File: src/rtl/jtag_data_if.sv
// Single-port synchronous RAM port driven by the JTAG data register.
// The master side issues accesses; the slave side (the RAM) returns read data
// one cycle after an enabled read.
interface jtag_data_if #(
  parameter int DW = 64,
  parameter int AW = 32
);
  logic          MEM_EN;
  logic          MEM_WE;
  logic [AW-1:0] MEM_ADDR;
  logic [DW-1:0] MEM_WDATA;
  logic [DW-1:0] MEM_RDATA;

  modport master (
    output MEM_EN,
    output MEM_WE,
    output MEM_ADDR,
    output MEM_WDATA,
    input  MEM_RDATA
  );

  modport slave (
    input  MEM_EN,
    input  MEM_WE,
    input  MEM_ADDR,
    input  MEM_WDATA,
    output MEM_RDATA
  );
endinterface

File: src/rtl/jtag_data.sv
// JTAG user data register in the TCK domain. Prefetches the word at the
// current pointer so Capture-DR returns it, writes the shifted-in word on
// Update-DR, post-increments the pointer, and zero-clears memory while INIT
// is low.
//
// state    | meaning
// ---------+-------------------------------------------------------------
// IDLE     | no access in flight; launches a pending write, else a fetch
// RD_ISSUE | read is on the RAM port this cycle
// RD_WAIT  | read data returns; kept only if nothing invalidated it
// WR_ISSUE | write is on the RAM port; pointer advances next edge
module jtag_data #(
  parameter int DW = 64,
  parameter int AW = 32
) (
  input  logic          TCK,
  input  logic          RESET,
  input  logic          SEL,
  input  logic          CAPTURE,
  input  logic          SHIFT,
  input  logic          UPDATE,
  input  logic          TDI,
  output logic          TDO,
  input  logic [AW-1:0] ADDR,
  input  logic          WR,
  input  logic          INC,
  input  logic          INIT,
  jtag_data_if.master   mem
);

  typedef enum logic [1:0] {IDLE, RD_ISSUE, RD_WAIT, WR_ISSUE} state_t;

  state_t        state_q, state_d;
  logic [DW:0]   sr_q, sr_d;
  logic [AW-1:0] ptr_q, ptr_d;
  logic [AW-1:0] addr_q, addr_d;
  logic [DW-1:0] rbuf_q, rbuf_d;
  logic [DW-1:0] wbuf_q, wbuf_d;
  logic          valid_q, valid_d;
  logic          wpend_q, wpend_d;
  logic          fpend_q, fpend_d;
  logic          mem_en_q, mem_en_d;
  logic          mem_we_q, mem_we_d;
  logic [AW-1:0] mem_addr_q, mem_addr_d;
  logic [DW-1:0] mem_wdata_q, mem_wdata_d;

  assign TDO           = sr_q[0];
  assign mem.MEM_EN    = mem_en_q;
  assign mem.MEM_WE    = mem_we_q;
  assign mem.MEM_ADDR  = mem_addr_q;
  assign mem.MEM_WDATA = mem_wdata_q;

  // State register and all datapath flops; synchronous reset clears everything.
  always_ff @(posedge TCK) begin
    if (RESET) begin
      state_q     <= IDLE;
      sr_q        <= '0;
      ptr_q       <= '0;
      addr_q      <= '0;
      rbuf_q      <= '0;
      wbuf_q      <= '0;
      valid_q     <= 1'b0;
      wpend_q     <= 1'b0;
      fpend_q     <= 1'b0;
      mem_en_q    <= 1'b0;
      mem_we_q    <= 1'b0;
      mem_addr_q  <= '0;
      mem_wdata_q <= '0;
    end else begin
      state_q     <= state_d;
      sr_q        <= sr_d;
      ptr_q       <= ptr_d;
      addr_q      <= addr_d;
      rbuf_q      <= rbuf_d;
      wbuf_q      <= wbuf_d;
      valid_q     <= valid_d;
      wpend_q     <= wpend_d;
      fpend_q     <= fpend_d;
      mem_en_q    <= mem_en_d;
      mem_we_q    <= mem_we_d;
      mem_addr_q  <= mem_addr_d;
      mem_wdata_q <= mem_wdata_d;
    end
  end

  // Next state: FSM first, then address tracking, then the DR strobes, so
  // later events override flags set by earlier ones in the same cycle.
  always_comb begin
    state_d     = state_q;
    sr_d        = sr_q;
    ptr_d       = ptr_q;
    addr_d      = addr_q;
    rbuf_d      = rbuf_q;
    wbuf_d      = wbuf_q;
    valid_d     = valid_q;
    wpend_d     = wpend_q;
    fpend_d     = fpend_q;
    mem_en_d    = 1'b0;
    mem_we_d    = 1'b0;
    mem_addr_d  = mem_addr_q;
    mem_wdata_d = mem_wdata_q;

    if (!INIT) begin
      // Clear sweep: zero-write whatever address the sweep presents.
      mem_en_d    = 1'b1;
      mem_we_d    = 1'b1;
      mem_addr_d  = ADDR;
      mem_wdata_d = '0;
      ptr_d       = ADDR;
      addr_d      = ADDR;
      valid_d     = 1'b0;
      wpend_d     = 1'b0;
      fpend_d     = 1'b1;
      state_d     = IDLE;
    end else begin
      case (state_q)
        IDLE: begin
          if (wpend_q) begin
            state_d     = WR_ISSUE;
            mem_en_d    = 1'b1;
            mem_we_d    = 1'b1;
            mem_addr_d  = ptr_q;
            mem_wdata_d = wbuf_q;
          end else if (fpend_q) begin
            state_d    = RD_ISSUE;
            fpend_d    = 1'b0;
            mem_en_d   = 1'b1;
            mem_addr_d = ptr_q;
          end
        end
        WR_ISSUE: begin
          ptr_d   = ptr_q + AW'(INC);
          wpend_d = 1'b0;
          fpend_d = 1'b1;
          state_d = IDLE;
        end
        RD_ISSUE: state_d = RD_WAIT;
        RD_WAIT: begin
          // Anything pending since the read launched makes this data stale.
          if (!fpend_q && !wpend_q) begin
            rbuf_d  = mem.MEM_RDATA;
            valid_d = 1'b1;
          end
          state_d = IDLE;
        end
        default: state_d = IDLE;
      endcase

      if (ADDR != addr_q) begin
        ptr_d   = ADDR;
        addr_d  = ADDR;
        valid_d = 1'b0;
        fpend_d = 1'b1;
      end

      if (SEL) begin
        if (CAPTURE) begin
          sr_d = {valid_q, rbuf_q};
        end else if (SHIFT) begin
          sr_d = {TDI, sr_q[DW:1]};
        end else if (UPDATE) begin
          if (WR) begin
            wbuf_d  = sr_q[DW-1:0];
            wpend_d = 1'b1;
            valid_d = 1'b0;
          end else if (INC) begin
            ptr_d   = ptr_d + AW'(1);
            valid_d = 1'b0;
            fpend_d = 1'b1;
          end
        end
      end
    end
  end

endmodule
File: src/flat_wrapper.sv
// flat-port wrapper written by rule: the top's interface ports become plain ports
module jtag_data_flat 
#(
  parameter int DW = 64,
  parameter int AW = 32
)
  (TCK, RESET, SEL, CAPTURE, SHIFT, UPDATE, TDI, TDO, ADDR, WR, INC, INIT, mem_MEM_EN, mem_MEM_WE, mem_MEM_ADDR, mem_MEM_WDATA, mem_MEM_RDATA);
  jtag_data_if #(.DW(DW), .AW(AW)) mem_i ();
  input  logic TCK;
  input  logic RESET;
  input  logic SEL;
  input  logic CAPTURE;
  input  logic SHIFT;
  input  logic UPDATE;
  input  logic TDI;
  output logic TDO;
  input  logic [AW-1:0] ADDR;
  input  logic WR;
  input  logic INC;
  input  logic INIT;
  output wire logic [$bits(mem_i.MEM_EN)-1:0] mem_MEM_EN;
  output wire logic [$bits(mem_i.MEM_WE)-1:0] mem_MEM_WE;
  output wire logic [$bits(mem_i.MEM_ADDR)-1:0] mem_MEM_ADDR;
  output wire logic [$bits(mem_i.MEM_WDATA)-1:0] mem_MEM_WDATA;
  input wire logic [$bits(mem_i.MEM_RDATA)-1:0] mem_MEM_RDATA;
  assign mem_MEM_EN = mem_i.MEM_EN;
  assign mem_MEM_WE = mem_i.MEM_WE;
  assign mem_MEM_ADDR = mem_i.MEM_ADDR;
  assign mem_MEM_WDATA = mem_i.MEM_WDATA;
  assign mem_i.MEM_RDATA = mem_MEM_RDATA;
  jtag_data #(.DW(DW), .AW(AW)) u_core (.TCK(TCK), .RESET(RESET), .SEL(SEL), .CAPTURE(CAPTURE), .SHIFT(SHIFT), .UPDATE(UPDATE), .TDI(TDI), .TDO(TDO), .ADDR(ADDR), .WR(WR), .INC(INC), .INIT(INIT), .mem(mem_i));
endmodule
File: config.mk
export PLATFORM = sky130hd
export DESIGN_NAME = jtag_data_flat
export DESIGN_NICKNAME = d
export VERILOG_FILES = /design/src/rtl/jtag_data_if.sv /design/src/rtl/jtag_data.sv /design/src/flat_wrapper.sv
export SDC_FILE = /design/constraint.sdc
export NUM_CORES = 1
export LEC_CHECK = 0
export BUFFER_PORTS_ARGS = -buffer_cell sky130_fd_sc_hd__clkbuf_2
export CAP_MARGIN = 10
export CORE_MARGIN = 1
export CORE_UTILIZATION = 56
export CTS_BUF_LIST = sky130_fd_sc_hd__clkbuf_8
export CTS_CLUSTER_SIZE = 25
export DETAILED_ROUTE_END_ITERATION = 8
export GPL_TIMING_DRIVEN = 0
export PLACE_DENSITY = 0.75
export SETUP_SLACK_MARGIN = 0.1
export SLEW_MARGIN = 20
export SYNTH_ARGS = -nofsm -noshare
export SYNTH_HDL_FRONTEND = slang
export SYNTH_SLANG_ARGS = --single-unit
File: constraint.sdc
create_clock -name TCK -period 6.45 [get_ports TCK]
set_clock_uncertainty 0.1 [all_clocks]
set_input_delay 0 -clock TCK [delete_from_list [all_inputs] [get_ports TCK]]
set_output_delay 0 -clock TCK [all_outputs]
set_load 0.03 [all_outputs]
==> results.yml <==
timing:
  finalCritPeriodShare: 0.824
  finalCriticalPeriod_ns: 5.31
  fmaxAchievable_mhz: 188
  fin_ws_ns: 1.14
  setup_violations: 0
  max_slew.worst_pin.slew_ns: 0.953
  slew_headroom: 0.364
  setup_tns_ns: 0
  slew_viol_final: 0
  hold_viol_final: 0
  rsz0062_at_grt: "no"
yosys:
  avgSynthCellArea_um2: 8.03
  async_reset_ff_frac: 0
  synth_common_cells: "nand2_1 (517), dfxtp_1 (360), a21oi_1 (233)"
  synth_cells: 1986
  synth-seq-area-share: 0.452
  ys_types: 76
  synth_top_area_share: 0.452
  syn_nets: 2099
  synth-edff-count: 0
  ys_ff_latch: 360
  yosysMostFrequentCell: "nand2_1"
  synth_area_um2: 15900
  netlist_top_cells_area: "dfxtp_1 (45%), nand2_1 (12%), a21oi_1 (7.3%), mux2i_1 (5.2%), a211oi_1 (3.4%)"
  synth-main-ff-cell: "dfxtp_1"
  synth_warnings: 0
  synth_top_cell_by_area: "dfxtp_1"
layout:
  final_nets: 2458
  finalCoreUtilization: 0.706
  syn_to_final_growth_pct: 23.4
  fill_cells: 2281
  final_area_um2: 19700
  final_layout_size_suffix_gt1_frac: 0.139
  regArea_um2: 7210
  multiInputGateArea_um2: 8030
hold_path:
  worstHoldEndpoint: "u_core.rbuf_q[28]"
  hold_path_class: "in -> reg"
  hold_depth: 4
  min-delay-start: "mem_MEM_RDATA[28]"
die:
  dieArea_um2: 29100
  row_count: 61
  floorplan.initialDensity: 0.572
  ios: 205
  die_h_um: 171
  die_x_um: 171
  coreArea_um2: 27900
global_route:
  grt_pass1_wl_mm: 79.2
  grt_max_degree: 18
  grt_pass1_vias: 15100
  gr-total-overflow: 0
  gr-usage-all-layers: 0.347
  antenna_found_initial: 1
cts:
  cts_buffers: 58
  clock-sinks: 360
  insertion_delay_ns: 0.62
  ctsHtreeMaxLevel: 2
  clk_pin_slew_ns: 0.07
  cts_tree: "done"
  cts_buffer_depth: 3
  clock-root-buffer: "clkbuf_8"
route:
  vias_per_cell: 5.74
  wl_mm: 51.2
  vias: 15900
  drt-pass1-iter-count: 5
  ant_nets: 0
  drt_iter0_drc: 1320
  drc: 0
  wl_per_cell_um: 18.5
setup_path:
  end_kind: "register"
  reg2regPathDepth: 16
  regToRegSetupSlack_ns: 1.14
  start_kind: "register"
  startpoint: "u_core.addr_q[17]"
  path_class: "reg -> reg"
  worst-path-max-fanout: 10
  critPathArrivalTime_ns: 5.68
  required_ns: 6.82
  r2r-start: "u_core.addr_q[17]"
  r2r_end: "u_core.ptr_q[14]"
run:
  cap_violations: 0
run_status:
  status: "finished, final reports clean"
place:
  numPortBuffers: 194
  place_area_um2: 17400
  place_congestion: 0.981
  dpl.hpwl_mm: 35.8
  dpl_worst_slack_ns: 1.44
power_and_ir_drop:
  total_leakage_power_nw: 7.40
  p_per_area_nw_per_um2: 247
  peakVddDrop_v: 0.000160
  p_total_mw: 4.86
how the worst max path moves through the flow:
stage	endpoint	slack, ns	cells after the start
finish	u_core.ptr_q[14]	1.14	16
detailed placement	u_core.ptr_q[22]	1.44	16
CTS	u_core.ptr_q[14]	1.42	16
global placement	u_core.ptr_q[22]	1.45	16
global route	u_core.ptr_q[22]	0.98	16
floorplan	u_core.ptr_q[22]	2.95	16
what timing repair did:
item / CTS / global route
endpoints found under the hold margin: 165 / 0
resized for setup: 0 / 0
buffers inserted: 0 / 0
hold buffers: 105 / 0
flip-flops by register name, summed over array words and instances (netlist names):
name                  flops
u_core.addr_q            32
u_core.mem.MEM_WDATA     64
u_core.wbuf_q            64
u_core.sr_q              65
u_core.ptr_q             32
u_core.mem.MEM_EN         1
u_core.mem.MEM_WE         1
u_core.fpend_q            1
u_core.wpend_q            1
u_core.valid_q            1
u_core.state_q            2
u_core.mem.MEM_ADDR      32
u_core.rbuf_q            64
critical path, stage by stage (launching register included):
cell,delay [ns]
dfxtp_1,0.31
xor2_1,0.15
nor4_1,0.66
nand4_1,0.49
or2_1,0.35
buf_2,0.18
buf_4,0.22
clkbuf_1,0.29
clkbuf_1,0.40
o21ai_0,0.36
ha_1,0.22
and2_1,0.22
clkbuf_1,0.49
and2_1,0.27
a21oi_1,0.08
o31ai_1,0.26
a21oi_1,0.11
placed cells by master (no fill, tap or decap), types with 6 or more instances in the layout:
cell	n
mux2i_1	83
and3_1	18
ha_1	7
o21ai_1	10
and2_1	7
buf_2	18
nor2_1	124
nand2_1	517
nor2b_1	34
inv_1	29
clkinv_2	6
dfxtp_1	360
o21ai_0	43
nand3_1	25
nand4_1	17
a31oi_1	16
and4_1	7
clkbuf_1	122
a21oi_1	233
xnor2_1	26
dlygate4sd3_1	105
nor3_1	31
a211oi_1	72
buf_1	17
nor4_1	19
clkbuf_2	195
xor2_1	48
a311oi_1	20
clkbuf_8	78
layout make-up:
| cell class | instances | area share |
|---|---|---|
| diodes | 1 | 0.000127 |
| plain buffers | 163 | 0.0334 |
| clock buffers | 78 | 0.0546 |
| clock inverters | 26 | 0.00820 |
| inverters | 13 | 0.00248 |
| multi-input cells | 1450 | 0.408 |
| flip-flops and latches | 360 | 0.366 |
| well taps | 378 | 0.0240 |
| repair buffers | 299 | 0.103 |
cells by family after synthesis:
group           after synthesis  synth area share
compound gates              439             0.167
xor+xnor                     74            0.0407
fa+ha+maj                     7           0.00549
buf+inv                     176            0.0443
flops                       360             0.452
mux                          88            0.0556
simple gates                842             0.235
through the flow:
step | hold slack (ns) | cells
2_1_floorplan | -0.0209 | 1986
3_3_place_gp | 0.128 | 2558
3_5_place_dp | 0.134 | 2558
4_1_cts | 0.0225 | 2767
5_1_grt | 0.0650 | 2768
6_report | 0.0514 | 2768
power breakdown:
group          leakage [nW]  switching, mW  internal, mW
sequential             2.94         0.0508          2.29
clock                 0.702          0.917          1.12
combinational          3.76          0.302         0.179
per-layer routing:
layer  global-route usage  vias to the layer above  routed length, um
met5                    0                        -                  0
met4                0.181                        0               2370
met3               0.0766                      154               4570
met2                0.535                      757              22200
met1                0.455                     7435              22000
li1                     -                     7551                  -
Power figures use the tool's default switching activity.
